--- src/rtl/prog_loader.sv ---
// Framed serial program loader: parses HEADER/LEN/opcodes/CSUM bytes, writes the
// opcodes into the CPU instruction RAM and holds the CPU in reset until a frame checks out.
module prog_loader #(
    parameter logic [7:0] HEADER = 8'hA5
) (
    input  logic       clk,
    input  logic       rst,
    input  logic       rx_valid,
    input  logic [7:0] rx_data,
    output logic       write,
    output logic [7:0] writeop,
    output logic [7:0] writeaddr,
    output logic       cpu_rst,
    output logic       done,
    output logic       error
);

    typedef enum logic [2:0] {
        S_IDLE,
        S_LEN,
        S_DATA,
        S_CSUM,
        S_RUN,
        S_ERR
    } state_t;

    state_t     state_q;
    logic [8:0] cnt_q;
    logic [7:0] addr_q;
    logic [7:0] sum_q;
    logic       write_q;
    logic [7:0] writeop_q;
    logic [7:0] writeaddr_q;
    logic       cpu_rst_q;
    logic       done_q;
    logic       error_q;

    // NOTE: every register here is assigned with <= so all reads in this block see
    // the pre-edge values; a blocking '=' would let later statements see updated state.
    always_ff @(posedge clk) begin
        if (rst) begin
            state_q     <= S_IDLE;
            cnt_q       <= '0;
            addr_q      <= '0;
            sum_q       <= '0;
            write_q     <= 1'b0;
            writeop_q   <= '0;
            writeaddr_q <= '0;
            cpu_rst_q   <= 1'b1;
            done_q      <= 1'b0;
            error_q     <= 1'b0;
        end else begin
            // The write strobe is a single-cycle pulse; writeop/writeaddr hold otherwise.
            write_q <= 1'b0;
            if (rx_valid) begin
                unique case (state_q)
                    S_IDLE, S_ERR: begin
                        if (rx_data == HEADER) begin
                            done_q    <= 1'b0;
                            error_q   <= 1'b0;
                            cpu_rst_q <= 1'b1;
                            state_q   <= S_LEN;
                        end
                    end
                    S_LEN: begin
                        // A length byte of zero encodes a full 256-opcode frame.
                        cnt_q   <= (rx_data == 8'd0) ? 9'd256 : {1'b0, rx_data};
                        sum_q   <= '0;
                        addr_q  <= '0;
                        state_q <= S_DATA;
                    end
                    S_DATA: begin
                        write_q     <= 1'b1;
                        writeop_q   <= rx_data;
                        writeaddr_q <= addr_q;
                        sum_q       <= sum_q + rx_data;
                        addr_q      <= addr_q + 8'd1;
                        cnt_q       <= cnt_q - 9'd1;
                        if (cnt_q == 9'd1) begin
                            state_q <= S_CSUM;
                        end
                    end
                    S_CSUM: begin
                        if (rx_data == sum_q) begin
                            done_q    <= 1'b1;
                            cpu_rst_q <= 1'b0;
                            state_q   <= S_RUN;
                        end else begin
                            error_q <= 1'b1;
                            state_q <= S_ERR;
                        end
                    end
                    S_RUN: begin
                        // A new header while running restarts the load with the CPU held.
                        if (rx_data == HEADER) begin
                            cpu_rst_q <= 1'b1;
                            done_q    <= 1'b0;
                            state_q   <= S_LEN;
                        end
                    end
                    default: begin
                        state_q <= S_IDLE;
                    end
                endcase
            end
        end
    end

    assign write     = write_q;
    assign writeop   = writeop_q;
    assign writeaddr = writeaddr_q;
    assign cpu_rst   = cpu_rst_q;
    assign done      = done_q;
    assign error     = error_q;

endmodule
--- config.mk ---
export PLATFORM = sky130hd
export DESIGN_NAME = prog_loader
export DESIGN_NICKNAME = d
export VERILOG_FILES = /design/src/rtl/prog_loader.sv
export SDC_FILE = /design/constraint.sdc
export NUM_CORES = 1
export LEC_CHECK = 0
export ABC_AREA = 1
export ABC_CLOCK_PERIOD_IN_PS = 1850
export CORE_AREA = 2 2 72 74
export DETAILED_ROUTE_END_ITERATION = 6
export DIE_AREA = 0 0 74 76
export GPL_TIMING_DRIVEN = 0
export PLACE_DENSITY = 0.8
export SYNTH_ARGS = -nofsm -noshare
export SYNTH_HDL_FRONTEND = slang
export SYNTH_SLANG_ARGS = --single-unit
--- constraint.sdc ---
create_clock -name clk -period 1.85 [get_ports clk]
set_clock_uncertainty 0.05 [all_clocks]
set_input_delay 0.37 -clock clk [delete_from_list [all_inputs] [get_ports clk]]
set_output_delay 0.37 -clock clk [all_outputs]
set_load 0.03 [all_outputs]
==> results of run 1 <==
## cell type report
type,count,area [µm²]
Inverter,46,173
Multi-Input combinational cell,273,1460
Clock inverter,1,30.0
Sequential cell,48,961
Clock buffer,5,68.8
Buffer,13,71.3
Tap cell,70,87.6
Fill cell,454,1790
Timing Repair Buffer,29,274
## flip-flops by register name, indices dropped and copies added, names as in the netlist
register,count
writeop,8
writeaddr,8
cnt_q,9
sum_q,8
error,1
done,1
addr_q,8
write,1
state_q,3
cpu_rst,1
## power groups by stage
stage | registers [mW] | logic (mW) | clock network (mW)
after floorplan | 1.18 | 0.329 | 0
after detailed placement | 1.14 | 0.533 | 0
final | 1.12 | 0.551 | 0.741
after CTS | 1.12 | 0.545 | 0.741
after global placement | 1.14 | 0.519 | 0
after global routing | 1.13 | 0.614 | 0.779
## cell families (layout without fill, tap and decap cells)
family / after synthesis / in the layout / synth area share (%)
adder cells (fa/ha/maj): 11 / 11 / 5.59
XOR/XNOR: 5 / 5 / 1.69
buffers and inverters: 59 / 94 / 9.40
AND/OR/NAND/NOR: 175 / 175 / 30.0
flip-flops: 48 / 48 / 37.0
AO/OA/AOI/OAI: 82 / 82 / 16.2
## metal layers
metal | share of wire (%) | track usage [%] | wire, µm | up-vias
li1 | - | - | - | 1306
met1 | 42 | 34.1 | 2940 | 1216
met2 | 48 | 42.2 | 3350 | 100
met3 | 6.8 | 4.89 | 471 | 19
met4 | 2.9 | 10.9 | 205 | 0
met5 | 0 | 0 | 0 | -
## cell usage in the layout, fill, tap and decap left out, types with 5 or more instances in the layout
cell | synthesis | final
nor2_1 | 38 | 37
buf_2 | 6 | 6
ha_4 | 0 | 5
inv_2 | 7 | 7
clkbuf_8 | 0 | 5
o21ai_0 | 32 | 31
dfxtp_1 | 48 | 48
nor3_1 | 6 | 6
nand2_1 | 85 | 85
nand3_1 | 24 | 24
nand4_1 | 8 | 8
a21oi_1 | 41 | 41
inv_1 | 38 | 38
clkdlybuf4s50_1 | 0 | 22
dlygate4sd2_1 | 0 | 5
## per-stage QoR
stage                     power, mW  TNS, ns  instance area (µm²)
after floorplan                1.51        0                 2590
after global placement         1.66    -3.82                 2970
after detailed placement       1.68    -4.33                 2970
after CTS                      2.41        0                 3130
after global routing           2.52        0                 3130
final                          2.41        0                 3130
## timing repair
item                                   CTS  global route
endpoints found under the hold margin    0             0
hold buffers                             0             0
setup endpoints to repair                9             3
pin swaps                                0             1
resized for setup                       14             6
## worst paths after layout
kind / startpoint / end / depth (start not counted)
setup / recovery: writeop[1] / writeop[1] / 1
hold / removal: rx_data[2] / writeop[2] / 3
setup reg to reg: sum_q[1] / cpu_rst / 8
hold reg to reg: cpu_rst / cpu_rst / 2
==> reports/summary.txt, run 1 <==
Core Util, Final = 63.7%
Share of post-route cells with drive strength above 1 = 10.4%
Startpoint types = flip-flop
Synth area leaders = dfxtp_1 (37%), nand2_1 (12%), a21oi_1 (7.9%), o21ai_0 (6.2%), inv_1 (5.5%)
First-pass iteration count of the detailed router = 7
Worst min-delay path class = in -> reg
Max-cap violation count = 0
Sw frac = 30.8%
Largest net degree at the start of global routing = 14
Post-synth top area share = 37.0%
WL/cell = 14.4 µm
RSZ-0062 raised after global routing = no
CTS Buf Count = 5
Core ar. = 0.00491 mm²
IO Pins = 31
Clock Tree Buf Depth = 2
Fin Hold WS = 0.362 ns
Worst Path Max Fanout = 2
Tmin final = 1.77 ns
Clk Latency, worst-skew pair = 0.31 ns
Vias in the first global route = 2614
CP top delay family = buffers and inverters
Worst-Margin Slew = 0.583 ns
Synth area leader = dfxtp_1
Fin worst setup slack = 0.0810 ns
GRT overflow = 0
Warnings, synthesis = 0
FMAX = 0.565 GHz
# placed instances = 479
Int Pwr = 1.67 mW
Net Sw Power = 0.743 mW
DR vias/cell = 5.45
Clk sinks = 48
Peak supply drop = 0.512 mV
Chip height = 76 µm
Max-slew violations = 0
Worst path max stage delay = 0.68 ns
DR iter-0 viols = 194
Clock Power Share = 30.7%
First-pass GRT wire length = 11700 µm
Reg power frac = 46.5%
Starting Density = 52.8%
Net Count, Synth = 402
HPWL Detailed = 4930 µm
Buf/Inv on CP = 1
Most frequent cell after synthesis = nand2_1
CTS tree = done
Leakage = 1.30 nW
Number of synthesized flops with an enable pin = 0
Post-synth top cells = nand2_1 (85), dfxtp_1 (48), a21oi_1 (41)
Die width = 74 µm
Worst path required time = 1.43 ns
Root buf cell = clkbuf_8
Sequential fraction of the synthesis area = 37.0%
Nets = 438
Setup violators final = 0
CTS HTree Levels = 2
Synth Instances = 380
Site row count = 26
Clk pin slew, worst setup/hold paths = 0.10 ns
Fraction of registers with async set/reset = 0%
Worst slew margin = 61.1%
Worst R2R Setup Slack = 0.16 ns
Final period util = 95.6%
DR vias = 2641
Placement Setup Slack = -0.586 ns
Full die area = 0.00562 mm²
CP Capture Type = primary output
GR Util All Layers = 26.3%
Post-synth top flop = dfxtp_1
Diodes inserted = 0
Fin. Hold Viols = 0
FF+latch count, synth = 48
Library cells used by synthesis = 32
Mapped Area = 0.00259 mm²
Area Growth Syn to Fin = 20.5%
Setup Fix Bufs, Post-CTS = 0
Number of antenna-violating nets in the routed design = 0
CP max stage cell = clkdlybuf4s50_1
WL final = 6970 µm
Critical path cell sequence = clkdlybuf4s50_1
Port bufs = 29
DRC viols = 0
Initial antenna violation count = 0
GPL Wtd Cong = 0.923
Logic pwr share = 22.8%
Status = completed
P per Cell Area = 772 mW/mm²
Worst Path Arrival = 1.35 ns
Avg Cell Area, Syn = 6.83 µm²
Kind of critical path = reg -> out
Final Non-Filler Cells = 485
Note: power is estimated with default switching activity, not from simulation.
==> inputs of run 2 (changes only) <==
- CORE_AREA: 2 2 72 74 -> 2 2 76 78
- DIE_AREA: 0 0 74 76 -> 0 0 78 80
- PLACE_DENSITY: 0.8 -> 0.73
==> reports/summary.txt, run 2 (synthesized netlist as in run 1, its figures left out) <==
Max-slew violations = 0
Critical path cell sequence = clkdlybuf4s50_1
Clk pin slew, worst setup/hold paths = 0.09 ns
Core Util, Final = 57.6%
Port bufs = 29
CP Capture Type = primary output
Chip height = 80 µm
DRC viols = 0
Final period util = 96.7%
Buf/Inv on CP = 1
Status = completed
WL final = 6970 µm
# placed instances = 481
Peak supply drop = 0.535 mV
RR Endpoint = cpu_rst
DR vias/cell = 5.32
Nets = 438
Die width = 78 µm
Metal3 WL = 316 µm
WL met1 = 3190 µm
GPL Wtd Cong = 0.900
Max-cap violation count = 0
Final-layout fill cell count = 527
Area Growth Syn to Fin = 20.0%
Largest net degree at the start of global routing = 16
Final Non-Filler Cells = 489
HPWL Detailed = 5070 µm
Starting Density = 48.0%
Clk sinks = 48
CP max stage cell = clkdlybuf4s50_1
Setup Fix Bufs, Post-CTS = 0
DR vias = 2601
Clk Latency, worst-skew pair = 0.30 ns
WL/cell = 14.3 µm
RSZ-0062 raised after global routing = no
CTS Buf Count = 5
Design Power = 2.35 mW
DR top layer = met4
Startpoint types = flip-flop
First-pass GRT wire length = 11800 µm
First-pass iteration count of the detailed router = 4
Critical hold path startpoint = rx_data[1]
Worst path max stage delay = 0.68 ns
GRT overflow = 0
Share of post-route cells with drive strength above 1 = 10.6%
Diodes inserted = 0
Seq. cell area = 961 µm²
Core ar. = 0.00541 mm²
IO Pins = 31
Most common cell after layout, fill and taps aside = nand2_1
Tmin final = 1.79 ns
Setup violators final = 0
DR iter-0 viols = 195
CTS tree = done
Full die area = 0.00624 mm²
Worst flop-to-flop path startpoint = sum_q[3]
Fin. Hold Viols = 0
Hold path cells = 3
Worst hold endpoint = writeop[1]
Clock Tree Buf Depth = 2
Area of the multi-input gates = 0.00145 mm²
Worst slew margin = 59.6%
Most flop-heavy register = cnt_q
Root buf cell = clkbuf_8
Max reg flops = 9
CTS resizes = 14
GR Util All Layers = 23.8%
Hold buffer count at CTS = 0
FMAX = 0.559 GHz
P per Cell Area = 754 mW/mm²
Routed wl met2 = 3400 µm
R2r worst-path depth = 8
Worst-Margin Slew = 0.606 ns
Cell Area, Placed = 0.00298 mm²
Worst min-delay path class = in -> reg
CP top delay family = buffers and inverters
Vias in the first global route = 2469
Most frequent cells in the layout = nand2_1 (85), dfxtp_1 (48), a21oi_1 (41), inv_1 (38), nor2_1 (37)
Worst path required time = 1.43 ns
CTS HTree Levels = 2
Kind of critical path = reg -> out
Finished Cell Area = 0.00311 mm²
Worst Path Max Fanout = 2
Initial antenna violation count = 0
Site row count = 27
Number of antenna-violating nets in the routed design = 0
Leakage = 1.30 nW
Worst Path Arrival = 1.37 ns
Worst R2R Setup Slack = 0.15 ns
run 2: how the worst max path moves through the flow:
stage / startpoint / cells past startpoint / slack [ns] / endpoint
floorplan: rx_data[0] / 8 / 0.20 / sum_q[4]
global placement: rx_data[0] / 9 / -0.56 / sum_q[4]
detailed placement: rx_data[4] / 9 / -0.58 / cpu_rst
CTS: rx_data[0] / 9 / 0.06 / sum_q[4]
global route: cnt_q[0] / 9 / 0.008 / cnt_q[6]
finish: writeop[3] / 1 / 0.06 / writeop[3]
run 2: through the flow:
stage	hold WS [ns]	setup WS, ns	TNS (ns)
after floorplan	0.397	0.197	0
after global placement	0.403	-0.557	-3.90
after detailed placement	0.408	-0.579	-4.38
after CTS	0.380	0.0615	0
after global routing	0.369	0.00801	0
final	0.361	0.0604	0
run 2: where the power goes:
part	internal, mW	switching, mW	leakage (nW)
Combinational	0.196	0.351	0.855
Clock	0.306	0.370	0.0516
Sequential	1.08	0.0397	0.388
Total	1.59	0.760	1.30
run 2: layer usage:
metal	vias up	global-route usage, %
li1	1321	-
met1	1197	30.9
met2	72	41.6
met3	11	3.39
met4	0	5.79
met5	-	0
run 2: layout make-up:
cell class / count / share of cell area [%]
multi-input combinational: 273 / 46.5
sequential: 48 / 30.9
timing repair buffer: 29 / 8.80
inverter: 46 / 5.55
tap: 72 / 2.89
clock buffer: 6 / 2.65
buffer: 13 / 2.29
clock inverter: 2 / 0.442
